==> config.mk <==
export PLATFORM = sky130hd
export DESIGN_NAME = snake_head_stepper
export DESIGN_NICKNAME = d
export VERILOG_FILES = /design/src/rtl/snake_pkg.sv /design/src/rtl/serial_adder_bit.sv /design/src/rtl/snake_head_stepper.sv
export SDC_FILE = /design/constraint.sdc
export NUM_CORES = 1
export LEC_CHECK = 0
export CORE_MARGIN = 3
export CORE_UTILIZATION = 35
export CTS_CLUSTER_SIZE = 16
export DETAILED_ROUTE_END_ITERATION = 16
export PLACE_DENSITY = 0.61
export SETUP_SLACK_MARGIN = 0.3
export SYNTH_ARGS = -nofsm -noshare
export SYNTH_HDL_FRONTEND = slang
export SYNTH_SLANG_ARGS = --single-unit
==> constraint.sdc <==
create_clock -name clk -period 4 [get_ports clk]
set_input_delay 0.8 -clock clk [delete_from_list [all_inputs] [get_ports clk]]
set_output_delay 0.8 -clock clk [all_outputs]
set_load 0.005 [all_outputs]
==> src/rtl/snake_pkg.sv <==
// Shared types and widths for the snake head datapath.
package snake_pkg;

  localparam int unsigned COORD_W = 10;
  localparam int unsigned CNT_W   = 4;

  typedef enum logic [1:0] {
    DIR_RIGHT = 2'b00,
    DIR_LEFT  = 2'b01,
    DIR_DOWN  = 2'b10,
    DIR_UP    = 2'b11
  } dir_e;

  typedef enum logic [1:0] {
    ST_IDLE   = 2'd0,
    ST_ADD    = 2'd1,
    ST_COMMIT = 2'd2
  } stepper_state_e;

  // Left/up move toward zero and go through the subtract path.
  function automatic logic dir_is_sub(dir_e d);
    return d[0];
  endfunction

  function automatic logic dir_is_y(dir_e d);
    return d[1];
  endfunction

endpackage

==> src/rtl/serial_adder_bit.sv <==
// One-bit full adder with its carry flop; carry can be preloaded for subtraction.
module serial_adder_bit (
  input  logic clk,
  input  logic reset,
  input  logic load,
  input  logic carry_init,
  input  logic en,
  input  logic a,
  input  logic b,
  output logic sum_c,
  output logic carry
);

  assign sum_c = a ^ b ^ carry;

  always_ff @(posedge clk) begin
    if (reset) begin
      carry <= 1'b0;
    end else if (load) begin
      carry <= carry_init;
    end else if (en) begin
      carry <= (a & b) | (carry & (a ^ b));
    end
  end

endmodule

==> src/rtl/snake_head_stepper.sv <==
// Bit-serial head coordinate stepper with screen-edge handling.
// Define SNAKE_WRAP_EN for wrap-around at the edges; default build clamps.
module snake_head_stepper
  import snake_pkg::*;
#(
  parameter int unsigned STEP   = 10,
  parameter int unsigned X_MAX  = 640,
  parameter int unsigned Y_MAX  = 480,
  parameter int unsigned X_INIT = 320,
  parameter int unsigned Y_INIT = 240
) (
  input  logic               clk,
  input  logic               reset,
  input  logic               step_valid,
  output logic               step_ready,
  input  logic [1:0]         dir,
  output logic [COORD_W-1:0] head_x,
  output logic [COORD_W-1:0] head_y,
  output logic               done,
  output logic               edge_evt
);

  localparam logic [COORD_W-1:0] STEP_C   = COORD_W'(STEP);
  localparam logic [COORD_W-1:0] X_MAX_C  = COORD_W'(X_MAX);
  localparam logic [COORD_W-1:0] Y_MAX_C  = COORD_W'(Y_MAX);
  localparam logic [COORD_W-1:0] X_LIM    = COORD_W'(X_MAX - STEP);
  localparam logic [COORD_W-1:0] Y_LIM    = COORD_W'(Y_MAX - STEP);
  localparam logic [COORD_W-1:0] X_INIT_C = COORD_W'(X_INIT);
  localparam logic [COORD_W-1:0] Y_INIT_C = COORD_W'(Y_INIT);
  localparam logic [CNT_W-1:0]   LAST_BIT = CNT_W'(COORD_W - 1);

  stepper_state_e     state, state_d;
  dir_e               dir_q;
  logic [COORD_W-1:0] op_a, op_b, res;
  logic [CNT_W-1:0]   bit_cnt;
  logic               accept, add_en, commit;
  logic               sum_bit, carry;
  logic               sel_y, sel_sub, edge_hit;
  logic [COORD_W-1:0] lim, bound, new_coord;

  serial_adder_bit u_adder (
    .clk        (clk),
    .reset      (reset),
    .load       (accept),
    .carry_init (dir[0]),
    .en         (add_en),
    .a          (op_a[0]),
    .b          (op_b[0]),
    .sum_c      (sum_bit),
    .carry      (carry)
  );

  always_ff @(posedge clk) begin
    if (reset) state <= ST_IDLE;
    else       state <= state_d;
  end

  always_comb begin
    state_d = state;
    accept  = 1'b0;
    add_en  = 1'b0;
    commit  = 1'b0;
    case (state)
      ST_IDLE: begin
        if (step_valid && step_ready) begin
          accept  = 1'b1;
          state_d = ST_ADD;
        end
      end
      ST_ADD: begin
        add_en = 1'b1;
        if (bit_cnt == LAST_BIT) state_d = ST_COMMIT;
      end
      ST_COMMIT: begin
        commit  = 1'b1;
        state_d = ST_IDLE;
      end
      default: state_d = ST_IDLE;
    endcase
  end

  // Edge detection on the finished sum; a missing carry on subtract is a borrow.
  always_comb begin
    sel_y     = dir_is_y(dir_q);
    sel_sub   = dir_is_sub(dir_q);
    lim       = sel_y ? Y_LIM : X_LIM;
    bound     = sel_y ? Y_MAX_C : X_MAX_C;
    edge_hit  = sel_sub ? ~carry : (carry | (res >= bound));
    new_coord = res;
    if (edge_hit) begin
`ifdef SNAKE_WRAP_EN
      new_coord = sel_sub ? lim : '0;
`else
      new_coord = sel_sub ? '0 : lim;
`endif
    end
  end

  always_ff @(posedge clk) begin
    if (reset) begin
      head_x     <= X_INIT_C;
      head_y     <= Y_INIT_C;
      step_ready <= 1'b1;
      done       <= 1'b0;
      edge_evt   <= 1'b0;
      dir_q      <= DIR_RIGHT;
      op_a       <= '0;
      op_b       <= '0;
      res        <= '0;
      bit_cnt    <= '0;
    end else begin
      done     <= 1'b0;
      edge_evt <= 1'b0;
      if (accept) begin
        dir_q      <= dir_e'(dir);
        op_a       <= dir[1] ? head_y : head_x;
        op_b       <= dir[0] ? ~STEP_C : STEP_C;
        bit_cnt    <= '0;
        step_ready <= 1'b0;
      end
      // LSB-first: operands shift right, sum bits enter at the top.
      if (add_en) begin
        op_a    <= op_a >> 1;
        op_b    <= op_b >> 1;
        res     <= {sum_bit, res[COORD_W-1:1]};
        bit_cnt <= bit_cnt + CNT_W'(1);
      end
      if (commit) begin
        if (sel_y) head_y <= new_coord;
        else       head_x <= new_coord;
        done       <= 1'b1;
        edge_evt   <= edge_hit;
        step_ready <= 1'b1;
      end
    end
  end

endmodule

======== Word-level counts from Yosys, hierarchy flattened ========
Index checks and enable logic that the tools add are counted.
storage, ports and cells
  register bits ........................... 62
  input bits .............................. 5
operators by class
  $add $sub $neg .......................... 1
  magnitude comparators ................... 1
  equality and inequality tests ........... 5
  multiplexer cells ....................... 23
  bitwise logic cells ..................... 9
  reductions and logical operators ........ 9
operator list
  operator                                                               count
  10-bit two-way mux                                                     6
  9-bit two-way mux                                                      4
  10-bit >= comparator                                                   1
  1-bit two-way mux                                                      8
  4-bit two-way mux                                                      2
  2-bit AND reduction                                                    3
  2-bit OR reduction                                                     3
  4-bit by 1-bit adder with 4-bit output, second input constant          1
  4-bit equality test, second input constant                             1
  2-bit two-way mux                                                      2
  2-bit != test, second input constant                                   2
  2-bit case mux with 2 select lines                                     1
  1-bit NOT                                                              3
  1-bit AND                                                              2
  2-bit by 1-bit equality test with 1-bit output, second input constant  1
  2-bit equality test, second input constant                             1
  2-bit zero test                                                        1
  1-bit bitwise OR                                                       2
  2-bit nonzero test                                                     1
  1-bit bitwise XOR                                                      2
  1-bit logical AND                                                      1

======== Logic depth before layout (Yosys ltp) ========
  depth in word-level cells ............... 5
  mapped depth ............................ 7
  mapped depth without buffers ............ 6

======== Modules after synthesis ========
A second synthesis with hierarchy kept.
unflattened totals
  cells, all modules ...................... 301
  area, all modules ....................... 2673.8 µm²
by module, submodules not included
  module              times used  cells each  area each (µm²)
  snake_head_stepper  1           295         2601.2
  serial_adder_bit    1           6           72.6

======== Worst setup path before layout ========
OpenSTA, ideal clock, no wires.
  path type ............................... in2reg
  start ................................... input port dir[1]
  end ..................................... register op_a[0]
  library setup time ...................... 0.128 ns
  arrival ................................. 1.740 ns
  setup slack ............................. 2.132 ns
  stages on the path ...................... 5
  buffers on the path ..................... 1
  path through ............................ buf_1 -> mux2i_1 -> nor2_1 -> a221oi_1 -> nor2_1
on the way
  word-level cells in the longest chain between the ends .. 3
ends and longest elaborated chain
  element               RTL line                   text
  start, declared       snake_head_stepper.sv:16   input logic [1:0] dir,
  10-bit two-way mux    snake_head_stepper.sv:116  op_a <= dir[1] ? head_y : head_x;
  9-bit two-way mux     snake_head_stepper.sv:114  if (accept) begin
  9-bit two-way mux     snake_head_stepper.sv:122  if (add_en) begin
  end signal, assigned  snake_head_stepper.sv:116
  end signal, assigned  snake_head_stepper.sv:123  op_a <= op_a >> 1;
  end, declared         snake_head_stepper.sv:34   logic [COORD_W-1:0] op_a, op_b, res;
Every way passes these cells. The select of a mux whose other input is x is not followed.
A chain may end at the register's enable or synchronous reset.

======== Final worst setup path ========
  start ................................... input port dir[1]
  end ..................................... register op_a[4]
Same word-level chain as after synthesis.

==> metrics.md <==
| Metric | Value |
|---|---|
| CP most frequent cell | nor2_1 |
| CTS clock-pin slew for the worst setup and hold paths | 0.07 ns |
| Worst slew pin tran | 0.878 ns |
| Fraction of layout cells with a size suffix above 1 | 0.0988 |
| Tcrit/Tclk final | 0.549 |
| # fillers | 755 |
| Initial Util | 0.366 |
| Total GRT Usage | 0.148 |
| Yosys cell types | 44 |
| Fin. Hold Viols | 0 |
| CTS tree | yes |
| Wirelength per Cell | 14.5 µm |
| WP data required | 4.22 ns |
| Tmin final | about 2.2 ns |
| Routed Antenna Nets | 0 |
| Total negative slack | 0 ns |
| CP arrival | between 2 and 2.5 ns |
| Post-Synthesis Cell Area | about 2700 µm² |
| Max FO, Critical Path | 11 |
| CP Launch Type | primary input |
| DIE AREA | about 8800 µm² |
| Main synth FF type | dfxtp_1 |
| Critical path, cell by cell | clkdlybuf4s50_1, mux2i_1, nor2_1, a221oi_1, nor2_1 |
| Syn nets | 314 |
| Hold Path Stages | 2 |
| DIE HEIGHT | roughly 94 µm |
| Cells after synthesis | 302 |
| Share of async-settable or async-resettable flops after synthesis | 0 |
| RSZ-0062 raised after global routing | no |
| Num ports | 28 |
| Post-synth EDFFs | 0 |
| DR iter-0 viols | roughly 120 |
| Cell family with most CP delay | buffers and inverters |
| Multi-input logic area | 1320 µm² |
| First-pass GRT wire length | a little over 10000 µm |
| Sequential cell area | 1240 µm² |
| Power per Cell Area | between 400 and 500 nW/µm² |
| Cts hold-fix bufs | 0 |
| Via-to-Cell Ratio | 5.17 |
| GR Overflow Total | 0 |
| Cell row count | 31 |
| Slowest stage delay, CP | 0.92 ns |
| Bufs on Longest Clock Path | 2 |
| Post-CTS Setup Bufs | 0 |
| Worst reg2reg path depth | 6 |
| Max Cap Viol | 0 |
| Status | completed |
| Die X | 93.8 µm |
| Number of CTS-inserted buffers | 9 |
| CTS sink cnt | a little over 60 |
| Post-synth top cells | dfxtp_1 (62), nor2_1 (47), nand2_1 (33), a21oi_1 (22), clkbuf_1 (16) |
| Buf/Inv on CP | 1 |
| Max transition margin | 0.415 |
| Initial antenna violation count | 0 |
| Drt drc | 0 |
| Fin. max-slew vios | 0 |
| Worst vdd ir | 0.183 mV |
| Initial DRT Pass Iterations | 4 |
| Core Region | 7370 µm² |
| Hold crit path type | register to register |
| Fin nets | 331 |
| Critical Path End Type | register |
| Setup CP Type | primary input to register |
| Top cell type by total area after synthesis | dfxtp_1 |
| Clock Latency Late Sink | 0.34 ns |
| Area share of the largest cell type after synthesis | 0.460 |
| H-tree level count | 3 |
| Antenna Cells | 0 |
| Slowest cell on crit path | clkdlybuf4s50_1 |
| YS warnings | 0 |
| Routed vias | 2186 |
| IO Port Bufs | 27 |
| Vias in the first global route | around 2100 |
| HPWL Detailed | between 4000 and 5000 µm |
| Final WL | 6120 µm |
| Endpoints failing setup | 0 |
| Largest net degree at the start of global routing | 44 |
| Number of gates resized after cts | 0 |
| Leading post-synthesis cells by cell area | dfxtp_1 (46%), nor2_1 (6.5%), nand2_1 (4.6%) |
| Synth Register Bits | 62 |
| Mapped Avg Cell Area | 8.94 µm² |
| Fmax achieved | 455 MHz |
| Count leader, synth | dfxtp_1 |
| Fin util | 0.439 |
| Area Growth Syn to Fin | 19.7% |
| Root buffer cell | clkbuf_8 |
| Worst path depth | 5 |
| Post-route clock skew | 0.0113 ns |
| Register area share after synthesis | 0.460 |
| Gpl congestion | 0.798 |
| Leak Pwr | about 1.1 nW |
==> through the flow <==
stage	hold WS [ns]	power [W]	worst slack [ns]	cell area, µm²	instances
floorplan	0.458	0.000765	2.13	2700	302
global placement	0.481	0.000790	1.41	3000	407
detailed placement	0.477	0.000792	1.44	3000	407
CTS	0.489	0.00143	1.79	3230	423
global route	0.507	0.00148	1.69	3230	423
finish	0.490	0.00142	1.80	3230	423
==> state kept, by name, summed over array words and instances (netlist names), 2 cells and up <==
signal,cells
bit_cnt,4
res,10
dir_q,2
op_a,10
head_x,10
state,2
head_y,10
op_b,10
==> power by group <==
part | internal (W) | switching [W]
logic | 0.0000443 | 0.0000772
registers | 0.000639 | 0.0000162
clock network | 0.000401 | 0.000238
==> cell families after synthesis <==
family / synth area share
flip-flops: 0.460
multiplexers: 0.0412
AO/OA/AOI/OAI: 0.196
buffers and inverters: 0.0542
AND/OR/NAND/NOR: 0.210
adder cells (fa/ha/maj): 0.0352
XOR/XNOR: 0.00324
==> final cells by class <==
type | instances | share of cell area
well taps | 99 | 0.0383
repair buffers | 30 | 0.0890
clock buffers | 13 | 0.0523
flip-flops and latches | 62 | 0.384
multi-input cells | 208 | 0.407
inverters | 8 | 0.00929
clock inverters | 3 | 0.0201
==> final timing paths <==
| check | to | slack, ns | from |
|---|---|---|---|
| max reg2reg | head_x[9]$_SDFFE_PP0P_ | 1.92 | dir_q[1]$_SDFFE_PP0P_ |
| min reg2reg | op_b[6]$_SDFFE_PP0P_ | 0.49 | op_b[7]$_SDFFE_PP0P_ |
| min | op_b[6]$_SDFFE_PP0P_ | 0.49 | op_b[7]$_SDFFE_PP0P_ |
| max | op_a[4]$_SDFFE_PP0P_ | 1.80 | dir[1] |
==> layout by cell type (no fill, tap or decap), drive strengths merged, types with 3 or more instances in the layout <==
cell type      count
mux2i             10
a21oi             23
clkbuf            13
buf                4
dfxtp             62
ha                 6
a221oi            10
clkdlybuf4s50     26
a311oi             7
and2               3
nor2              48
a211oi            13
nand3b             8
o41ai              4
nor3              15
nand2b             4
nand2             33
inv                8
==> worst min-delay path, delay by kind of cell (launching register included) <==
kind / cells / cell delay, ns
flip-flops: 1 / 0.31
AND/OR/NAND/NOR: 2 / 0.14
==> per-layer routing <==
metal,global-route usage,wire length [µm],share of wire,vias to the layer above
li1,-,-,-,1108
met5,0,0,0,-
met1,0.194,2990,0.49,1020
met4,0.0457,47,0.0077,0
met2,0.226,2730,0.45,54
met3,0.0545,350,0.057,4
No activity file was read; power rests on OpenSTA's default activity.
